[src/rtl/loader_pkg.sv]
// rtl/loader_pkg.sv - shared types and defaults for the loader write queue
package loader_pkg;

    localparam int LOADER_ADDR_W = 25;

    typedef struct packed {
        logic [LOADER_ADDR_W-1:0] addr;
        logic [7:0]               data;
    } loader_entry_t;

endpackage

[src/rtl/loader_write_queue_if.sv]
// rtl/loader_write_queue_if.sv - download-side and SDRAM-side signals of the loader write queue
interface loader_write_queue_if #(
    parameter int DEPTH  = 8,
    parameter int ADDR_W = 25
);
    localparam int LVL_W = $clog2(DEPTH) + 1;

    logic              ioctl_download;
    logic              ioctl_wr;
    logic [ADDR_W-1:0] ioctl_addr;
    logic [7:0]        ioctl_dout;
    logic              mem_sync;
    logic              loader_we;
    logic [ADDR_W-1:0] loader_addr;
    logic [7:0]        loader_data;
    logic              loader_active;
    logic [LVL_W-1:0]  level;
    logic              overflow;

    modport master (
        output ioctl_download, ioctl_wr, ioctl_addr, ioctl_dout, mem_sync,
        input  loader_we, loader_addr, loader_data, loader_active, level, overflow
    );

    modport slave (
        input  ioctl_download, ioctl_wr, ioctl_addr, ioctl_dout, mem_sync,
        output loader_we, loader_addr, loader_data, loader_active, level, overflow
    );

endinterface

[src/rtl/sync_fifo.sv]
// rtl/sync_fifo.sv - single-clock FIFO with separate occupancy count; a pop frees room for a same-cycle push
module sync_fifo
    import loader_pkg::*;
#(
    parameter int  DEPTH   = 8,
    parameter type entry_t = loader_entry_t
) (
    input  logic                       clk_sys,
    input  logic                       reset,
    input  logic                       push,
    input  logic                       pop,
    input  entry_t                     din,
    output entry_t                     dout,
    output logic [$clog2(DEPTH):0]     level,
    output logic                       full,
    output logic                       empty
);
    localparam int PTR_W = $clog2(DEPTH);
    localparam int CNT_W = PTR_W + 1;
    localparam logic [CNT_W-1:0] FULL_CNT = CNT_W'(DEPTH);

    entry_t             mem [DEPTH];
    logic [PTR_W-1:0]   wr_ptr;
    logic [PTR_W-1:0]   rd_ptr;
    logic [CNT_W-1:0]   count;
    logic               do_push;
    logic               do_pop;

    assign empty   = (count == '0);
    assign full    = (count == FULL_CNT);
    assign do_pop  = pop & ~empty;
    // Head leaving this cycle makes room even when full.
    assign do_push = push & (~full | do_pop);
    assign dout    = mem[rd_ptr];
    assign level   = count;

    always_ff @(posedge clk_sys) begin
        if (do_push) begin
            mem[wr_ptr] <= din;
        end
    end

    always_ff @(posedge clk_sys) begin
        if (reset) begin
            wr_ptr <= '0;
            rd_ptr <= '0;
            count  <= '0;
        end else begin
            if (do_push) begin
                wr_ptr <= wr_ptr + 1'b1;
            end
            if (do_pop) begin
                rd_ptr <= rd_ptr + 1'b1;
            end
            case ({do_push, do_pop})
                2'b10:   count <= count + 1'b1;
                2'b01:   count <= count - 1'b1;
                default: count <= count;
            endcase
        end
    end

endmodule

[src/rtl/loader_write_queue.sv]
// rtl/loader_write_queue.sv - queues download bytes and releases one SDRAM write per mem_sync slot
module loader_write_queue
    import loader_pkg::*;
#(
    parameter int DEPTH  = 8,
    parameter int ADDR_W = LOADER_ADDR_W
) (
    input  logic                 clk_sys,
    input  logic                 reset,
    loader_write_queue_if.slave  bus
);
    typedef struct packed {
        logic [ADDR_W-1:0] addr;
        logic [7:0]        data;
    } entry_t;

    entry_t             fifo_din;
    entry_t             fifo_dout;
    logic               fifo_full;
    logic               fifo_empty;
    logic [$clog2(DEPTH):0] fifo_level;

    logic               we_q;
    logic [ADDR_W-1:0]  addr_q;
    logic [7:0]         data_q;
    logic               overflow_q;
    logic               active_q;
    logic               download_q;
    logic               drop;

    assign fifo_din = {bus.ioctl_addr, bus.ioctl_dout};
    // A full FIFO is never empty, so a concurrent mem_sync always frees a slot.
    assign drop     = bus.ioctl_wr & fifo_full & ~bus.mem_sync;

    sync_fifo #(
        .DEPTH   (DEPTH),
        .entry_t (entry_t)
    ) u_fifo (
        .clk_sys (clk_sys),
        .reset   (reset),
        .push    (bus.ioctl_wr),
        .pop     (bus.mem_sync),
        .din     (fifo_din),
        .dout    (fifo_dout),
        .level   (fifo_level),
        .full    (fifo_full),
        .empty   (fifo_empty)
    );

    always_ff @(posedge clk_sys) begin
        if (reset) begin
            we_q       <= 1'b0;
            addr_q     <= '0;
            data_q     <= '0;
            overflow_q <= 1'b0;
            active_q   <= 1'b0;
            download_q <= 1'b0;
        end else begin
            if (bus.mem_sync) begin
                we_q <= ~fifo_empty;
                if (!fifo_empty) begin
                    addr_q <= fifo_dout.addr;
                    data_q <= fifo_dout.data;
                end
            end
            if (drop) begin
                overflow_q <= 1'b1;
            end else if (bus.ioctl_download && !download_q) begin
                overflow_q <= 1'b0;
            end
            download_q <= bus.ioctl_download;
            active_q   <= bus.ioctl_download | (fifo_level != '0) | we_q;
        end
    end

    assign bus.loader_we     = we_q;
    assign bus.loader_addr   = addr_q;
    assign bus.loader_data   = data_q;
    assign bus.overflow      = overflow_q;
    assign bus.loader_active = active_q;
    assign bus.level         = fifo_level;

endmodule

[src/flat_wrapper.sv]
// flat-port wrapper written by rule: the top's interface ports become plain ports
module loader_write_queue_flat import loader_pkg::*;
#(
    parameter int DEPTH  = 8,
    parameter int ADDR_W = LOADER_ADDR_W
)
  (clk_sys, reset, bus_ioctl_download, bus_ioctl_wr, bus_ioctl_addr, bus_ioctl_dout, bus_mem_sync, bus_loader_we, bus_loader_addr, bus_loader_data, bus_loader_active, bus_level, bus_overflow);
  loader_write_queue_if #(.DEPTH(DEPTH), .ADDR_W(ADDR_W)) bus_i ();
  input  logic clk_sys;
  input  logic reset;
  input wire logic [$bits(bus_i.ioctl_download)-1:0] bus_ioctl_download;
  input wire logic [$bits(bus_i.ioctl_wr)-1:0] bus_ioctl_wr;
  input wire logic [$bits(bus_i.ioctl_addr)-1:0] bus_ioctl_addr;
  input wire logic [$bits(bus_i.ioctl_dout)-1:0] bus_ioctl_dout;
  input wire logic [$bits(bus_i.mem_sync)-1:0] bus_mem_sync;
  output wire logic [$bits(bus_i.loader_we)-1:0] bus_loader_we;
  output wire logic [$bits(bus_i.loader_addr)-1:0] bus_loader_addr;
  output wire logic [$bits(bus_i.loader_data)-1:0] bus_loader_data;
  output wire logic [$bits(bus_i.loader_active)-1:0] bus_loader_active;
  output wire logic [$bits(bus_i.level)-1:0] bus_level;
  output wire logic [$bits(bus_i.overflow)-1:0] bus_overflow;
  assign bus_i.ioctl_download = bus_ioctl_download;
  assign bus_i.ioctl_wr = bus_ioctl_wr;
  assign bus_i.ioctl_addr = bus_ioctl_addr;
  assign bus_i.ioctl_dout = bus_ioctl_dout;
  assign bus_i.mem_sync = bus_mem_sync;
  assign bus_loader_we = bus_i.loader_we;
  assign bus_loader_addr = bus_i.loader_addr;
  assign bus_loader_data = bus_i.loader_data;
  assign bus_loader_active = bus_i.loader_active;
  assign bus_level = bus_i.level;
  assign bus_overflow = bus_i.overflow;
  loader_write_queue #(.DEPTH(DEPTH), .ADDR_W(ADDR_W)) u_core (.clk_sys(clk_sys), .reset(reset), .bus(bus_i));
endmodule
[config.mk]
export PLATFORM = sky130hd
export DESIGN_NAME = loader_write_queue_flat
export DESIGN_NICKNAME = d
export VERILOG_FILES = /design/src/rtl/loader_pkg.sv /design/src/rtl/loader_write_queue_if.sv /design/src/rtl/sync_fifo.sv /design/src/rtl/loader_write_queue.sv /design/src/flat_wrapper.sv
export SDC_FILE = /design/constraint.sdc
export NUM_CORES = 1
export LEC_CHECK = 0
export CELL_PAD_IN_SITES_DETAIL_PLACEMENT = 1
export CELL_PAD_IN_SITES_GLOBAL_PLACEMENT = 2
export CORE_UTILIZATION = 44
export CTS_BUF_LIST = sky130_fd_sc_hd__clkbuf_8 sky130_fd_sc_hd__clkbuf_16
export DETAILED_ROUTE_END_ITERATION = 16
export DONT_BUFFER_PORTS = 1
export HOLD_SLACK_MARGIN = 0.1
export PLACE_DENSITY = 0.86
export SKIP_CTS_REPAIR_TIMING = 1
export SKIP_LAST_GASP = 1
export SLEW_MARGIN = 40
export SYNTH_ARGS = -nofsm -noshare
export SYNTH_HDL_FRONTEND = slang
export SYNTH_SLANG_ARGS = --single-unit
[constraint.sdc]
create_clock -name clk_sys -period 4.66 [get_ports clk_sys]
set_input_delay 0.699 -clock clk_sys [delete_from_list [all_inputs] [get_ports clk_sys]]
set_output_delay 0.699 -clock clk_sys [all_outputs]
set_load 0.01 [all_outputs]
Word level (Yosys, flattened, before mapping). Memory sizes are Yosys's and may differ from the RTL's. A register that Yosys moved wholly into a read port is not among the register bits. Index checks and enable logic that the tools add are counted.

Register bits: 14. Bits in writable memories: 264. Bits of input ports: 38. Memories kept: 1.

Add/subtract/negate cells: 4. Eq/ne operators: 3. Multiplexer cells: 5. Bitwise gates (word level): 10. Reductions and logical operators: 7.

Memories: u_core.u_fifo.mem (words 8, width 33, read ports 1, clocked after memory_dff 1, write ports 1, RTL line sync_fifo.sv:22) `entry_t mem [DEPTH];`.

Operator list (number): case mux 4 bit (2 select lines) (1); adder 3 x 1 -> 3 bit, second input constant (2); adder 4 x 1 -> 4 bit, second input constant (1); bitwise AND 1 bit (4); == test 4 bit, second input constant (1); zero test 4 bit (1); two-way mux 1 bit (4); nonzero test 2 bit (2); nonzero test 4 bit (1); subtractor 4 x 1 -> 4 bit, second input constant (1); NOT 1 bit (3); OR 1 bit (3); == test 2 x 1 -> 1 bit, second input constant (1); == test 2 bit, second input constant (1); AND reduction 2 bit (1); logical AND 1 bit (1); zero test 1 bit (1).

Logic depth before layout (Yosys ltp).
Depth in word-level cells: 7. Gate-level depth with buffers: 8. Gate-level depth less buffers: 7.

Cells and area by module. A second synthesis with hierarchy kept.

Cells, all modules: 614. Area, all modules: 12076.6 um^2.

Modules (own cells, without submodules): sync_fifo (times used 1, cells an instance 454, area each 10556.4 um^2); loader_write_queue (times used 1, cells an instance 160, area each 1520.2 um^2).

Least setup slack after synthesis. No wires, ideal clock.

Kind: input to register. Start point: input port bus_mem_sync. End point: memory u_core.u_fifo.mem[0][0] in the netlist's numbering, enable pin. Setup time: 506 ps. Data arrival time: 4316 ps. Setup slack: -162 ps. Cell stages on the path: 4. Cells stage by stage: buf_2 > nand2b_1 > o21ai_4 > nor4_1.

Word-level cells in the longest chain between the ends: 5.

Ends and longest elaborated chain: from (decl) (RTL line flat_wrapper.sv:15) `input wire logic [$bits(bus_i.mem_sync)-1:0] bus_mem_sync;`; bitwise AND 1 bit (RTL line sync_fifo.sv:31) `assign do_pop = pop & ~empty;`; OR 1 bit (RTL line sync_fifo.sv:33) `assign do_push = push & (~full | do_pop);`; bitwise AND 1 bit (RTL line sync_fifo.sv:33); two-way mux 1 bit (RTL line sync_fifo.sv:38) `if (do_push) begin`; two-way mux 1 bit (not written as such) (RTL line sync_fifo.sv:39) `mem[wr_ptr] <= din;`; to (decl) (RTL line sync_fifo.sv:22).

No other way between the ends.

Final worst setup path.
Start point: register u_core.u_fifo.count[3], in the netlist u_core.u_fifo.level[3]. End point: register u_core.u_fifo.count[2], in the netlist u_core.u_fifo.level[2].

Word-level cells in the longest chain between the ends: 7.

Ends and longest elaborated chain: from (decl) (RTL line sync_fifo.sv:25) `logic [CNT_W-1:0] count;`; from (signal assigned) (RTL line sync_fifo.sv:56) `2'b10: count <= count + 1'b1;`; from (signal assigned) (RTL line sync_fifo.sv:57) `2'b01: count <= count - 1'b1;`; from (signal assigned) (RTL line sync_fifo.sv:58) `default: count <= count;`; zero test 4 bit (RTL line sync_fifo.sv:29) `assign empty = (count == '0);`; NOT 1 bit (RTL line sync_fifo.sv:31); bitwise AND 1 bit (RTL line sync_fifo.sv:31); OR 1 bit (RTL line sync_fifo.sv:33); bitwise AND 1 bit (RTL line sync_fifo.sv:33); == test 2 x 1 -> 1 bit or == test 2 bit (tied branches) (RTL line sync_fifo.sv:55) `case ({do_push, do_pop})`; case mux 4 bit (2 select lines) or nonzero test 2 bit (tied branches).

Parallel ways exist; a longest one is shown, timed or not. A chain may end at the register's enable or synchronous reset.

==> impl_metrics.env <==
export IMPL_cts_buffer_depth=3
export IMPL_slew_violations=0
export IMPL_synth_distinct_cells=42
export IMPL_final_nets=644
export IMPL_powerDensity_nw_per_um2=486.6
export IMPL_filler_cell_count=2350
export IMPL_cp_arrival_ns=3.12
export IMPL_drt_iter0_markers=326
export IMPL_status="finished with violations"
export IMPL_setup_violations=0
export IMPL_dpl_cell_count=905
export IMPL_start_util_pct=45.09
export IMPL_grt_max_degree=49
export IMPL_finalCritPeriodShare_pct=56.23
export IMPL_cts_tree="done"
export IMPL_worst_pin_slew_ns=0.8669
export IMPL_synthFlopType="edfxtp_1"
export IMPL_final_hold_violation_count=0
export IMPL_layout_drive_gt1_share_pct=27.91
export IMPL_max_slew_margin_pct=41.95
export IMPL_n_antenna_cell=0
export IMPL_synthTopCellsByArea="edfxtp_1 67%, mux4_2 13%, dfxtp_1 8.0%, nor3_2 2.5%, o22ai_1 1.8%"
export IMPL_critPathRequiredTime_ns=5.16
export IMPL_stdcell_count=962
export IMPL_crit_fanout=10
export IMPL_antenna_found_initial=0
export IMPL_critical_path_class="flip-flop to flip-flop"
export IMPL_cts_made_buffers=31
export IMPL_cts_htree_levels=1
export IMPL_grtUsageTotal_pct=18.30
export IMPL_top_usage_layer="met2"
export IMPL_utilization_pct=50.29
export IMPL_peakVddDrop_v=0.0002863
export IMPL_use_met3_pct=5.329
export IMPL_final_setup_tns_ns=0
export IMPL_netlist_area_leader_share_pct=67.28
export IMPL_port_buffers=0
export IMPL_hold_path_class="primary input to flip-flop"
export IMPL_grt_use_met1_pct=21.71
export IMPL_max_freq_ghz=0.3816
export IMPL_core_area_um2=26130
export IMPL_ant_nets=0
export IMPL_syn_nets=632
export IMPL_clk_pin_slew_ns=0.06
export IMPL_cts_sinks=311
export IMPL_synth_area_um2=11780
export IMPL_synth_edf_count=264
export IMPL_drc_errors=14
export IMPL_area_growth_pct=11.52
export IMPL_grt_pass1_vias=6157
export IMPL_die_area_um2=27440
export IMPL_avgSynthCellArea_um2=19.94
export IMPL_rsz0062_at_grt="no"
export IMPL_clock_latency_ns=0.56
export IMPL_fin_skew_ns=0.01634
export IMPL_use_met2_pct=32.63
export IMPL_seq_area_frac_synth_pct=75.26
export IMPL_gp_congestion=0.7101
export IMPL_setup_worst_path_start_class="flip-flop"
export IMPL_worst_setup_path_end_kind="flip-flop"
export IMPL_dieHeight_um=165.7
export IMPL_yosysTopAreaCell="edfxtp_1"
export IMPL_root_buffer="clkbuf_16"
export IMPL_vias=5549
export IMPL_violations="design-rule violations"
export IMPL_ys_warn_count=0
export IMPL_dieWidth_um=165.7
export IMPL_grt_pass1_wl_um=37680
export IMPL_ios=78
export IMPL_leakage_nw=4.159
export IMPL_synthArstFlopShare_pct=0
export IMPL_wl_um=24620
export IMPL_vias_per_cell=5.768
export IMPL_dp_hpwl_um=14710
export IMPL_cap_violations=0
export IMPL_drt_first_pass_iters=11
export IMPL_wire_per_inst_um=25.59
export IMPL_rows=59
export IMPL_synthCells=591
export IMPL_grt_overflow=0
export IMPL_ys_seq_elements=311
export IMPL_period_minus_slack_ns=2.621
-- critical path, stage by stage, from the launching register on --
cell and delay, ns:
dfxtp_1 0.45, o41ai_1 0.68, nor2_1 0.16, xnor2_1 0.16, ha_1 0.22, or4_1 0.52, a31o_2 0.26, a21oi_1 0.11
-- registers in the layout, indices dropped and copies added, names as in the netlist, 3 cells and up --
| signal | count |
|---|---|
| u_core.bus.loader_addr | 25 |
| u_core.u_fifo.rd_ptr | 3 |
| u_core.u_fifo.level | 4 |
| u_core.u_fifo.wr_ptr | 3 |
| u_core.bus.loader_data | 8 |
| u_core.u_fifo.mem | 264 |
-- through the flow --
stage | hold slack, ns | total power [W] | setup slack, ns | instance area [um2]
after floorplan | 0.4927 | 0.003944 | 0.6821 | 11790
after global placement | 0.5066 | 0.004022 | 2.029 | 12080
after detailed placement | 0.5259 | 0.004066 | 2.059 | 12140
after CTS | 0.1864 | 0.006458 | 2.028 | 13140
after global routing | 0.1921 | 0.006609 | 1.898 | 13140
final | 0.1981 | 0.006395 | 2.039 | 13140
-- cells in the final DEF (no fill, tap or decap), types with 2 or more instances in the layout --
master       n
nand4_1      4
nor3_1       4
nand2_1      5
mux2i_1      2
xor2_1       3
nor2_4       3
clkbuf_16   31
buf_4       13
o22ai_1     33
ha_1         3
buf_8        4
mux4_2      66
nand3_1      3
a211oi_1     2
nor3_2      34
xnor2_1      2
clkinv_2     7
nand2b_1     3
edfxtp_1   264
o211ai_1     2
inv_1       13
o21ai_0      3
dfxtp_1     45
clkbuf_8     6
a21oi_1      6
bufinv_16    2
nor2_1      43
-- report_power, final --
group / switching (W) / total, W / internal (W)
sequential: 0.000146 / 0.00330 / 0.00315
clock: 0.000999 / 0.00240 / 0.00141
combinational: 0.000362 / 0.000690 / 0.000328
-- cell type report --
type / count / area, um2 / area share (%)
inverter: 4 / 15.01 / 0.1143
multi-input combinational: 238 / 2676 / 20.37
clock inverter: 20 / 141.4 / 1.076
clock buffer: 37 / 858.3 / 6.531
timing repair buffer: 17 / 157.7 / 1.200
sequential: 311 / 8874 / 67.52
tap: 335 / 419.2 / 3.190
-- final timing paths --
kind                                                           from                                 endpoint  slack (ns)  depth (start not counted)
worst max-delay path            u_core.u_fifo.level[3]$_SDFFE_PP0P_      u_core.u_fifo.level[2]$_SDFFE_PP0P_        2.04                          7
worst min-delay path                                          reset  u_core.bus.loader_addr[11]$_SDFFE_PP0N_        0.20                          1
worst max register to register  u_core.u_fifo.level[3]$_SDFFE_PP0P_      u_core.u_fifo.level[2]$_SDFFE_PP0P_        2.04                          7
worst min register to register         u_core.download_q$_SDFF_PP0_         u_core.bus.overflow$_SDFFE_PP0P_        0.54                          2
-- synth_stat cells (2+ instances only) --
master / instances
a211oi_1: 2
a21oi_1: 6
buf_12: 4
buf_2: 17
buf_4: 2
buf_6: 6
clkbuf_1: 8
dfxtp_1: 47
edfxtp_1: 264
ha_1: 3
inv_1: 4
mux2i_1: 2
mux4_2: 66
nand2_1: 5
nand2b_1: 3
nand3_1: 3
nand4_1: 4
nor2_1: 46
nor3_1: 8
nor3_2: 30
nor4_1: 2
o211ai_1: 2
o21ai_0: 3
o22ai_1: 33
xnor2_1: 2
xor2_1: 3
-- cell families (layout without fill, tap and decap cells) --
logic type               after synthesis  in the layout  share of synthesized area, %
AO/OA/AOI/OAI                         55             55                         3.196
XOR/XNOR                               5              5                        0.3717
adder cells (fa/ha/maj)                3              3                        0.3186
buffers and inverters                 42             78                         2.516
flip-flops                           311            311                         75.26
multiplexers                          68             68                         12.78
AND/OR/NAND/NOR                      107            107                         5.553
-- per-layer routing --
layer  routed length [um]  up-vias
met2                13020      145
li1                     -     2423
met4                  362        0
met3                 1899       34
met5                    0        -
met1                 9331     2947
No activity file was read; power rests on OpenSTA's default activity.
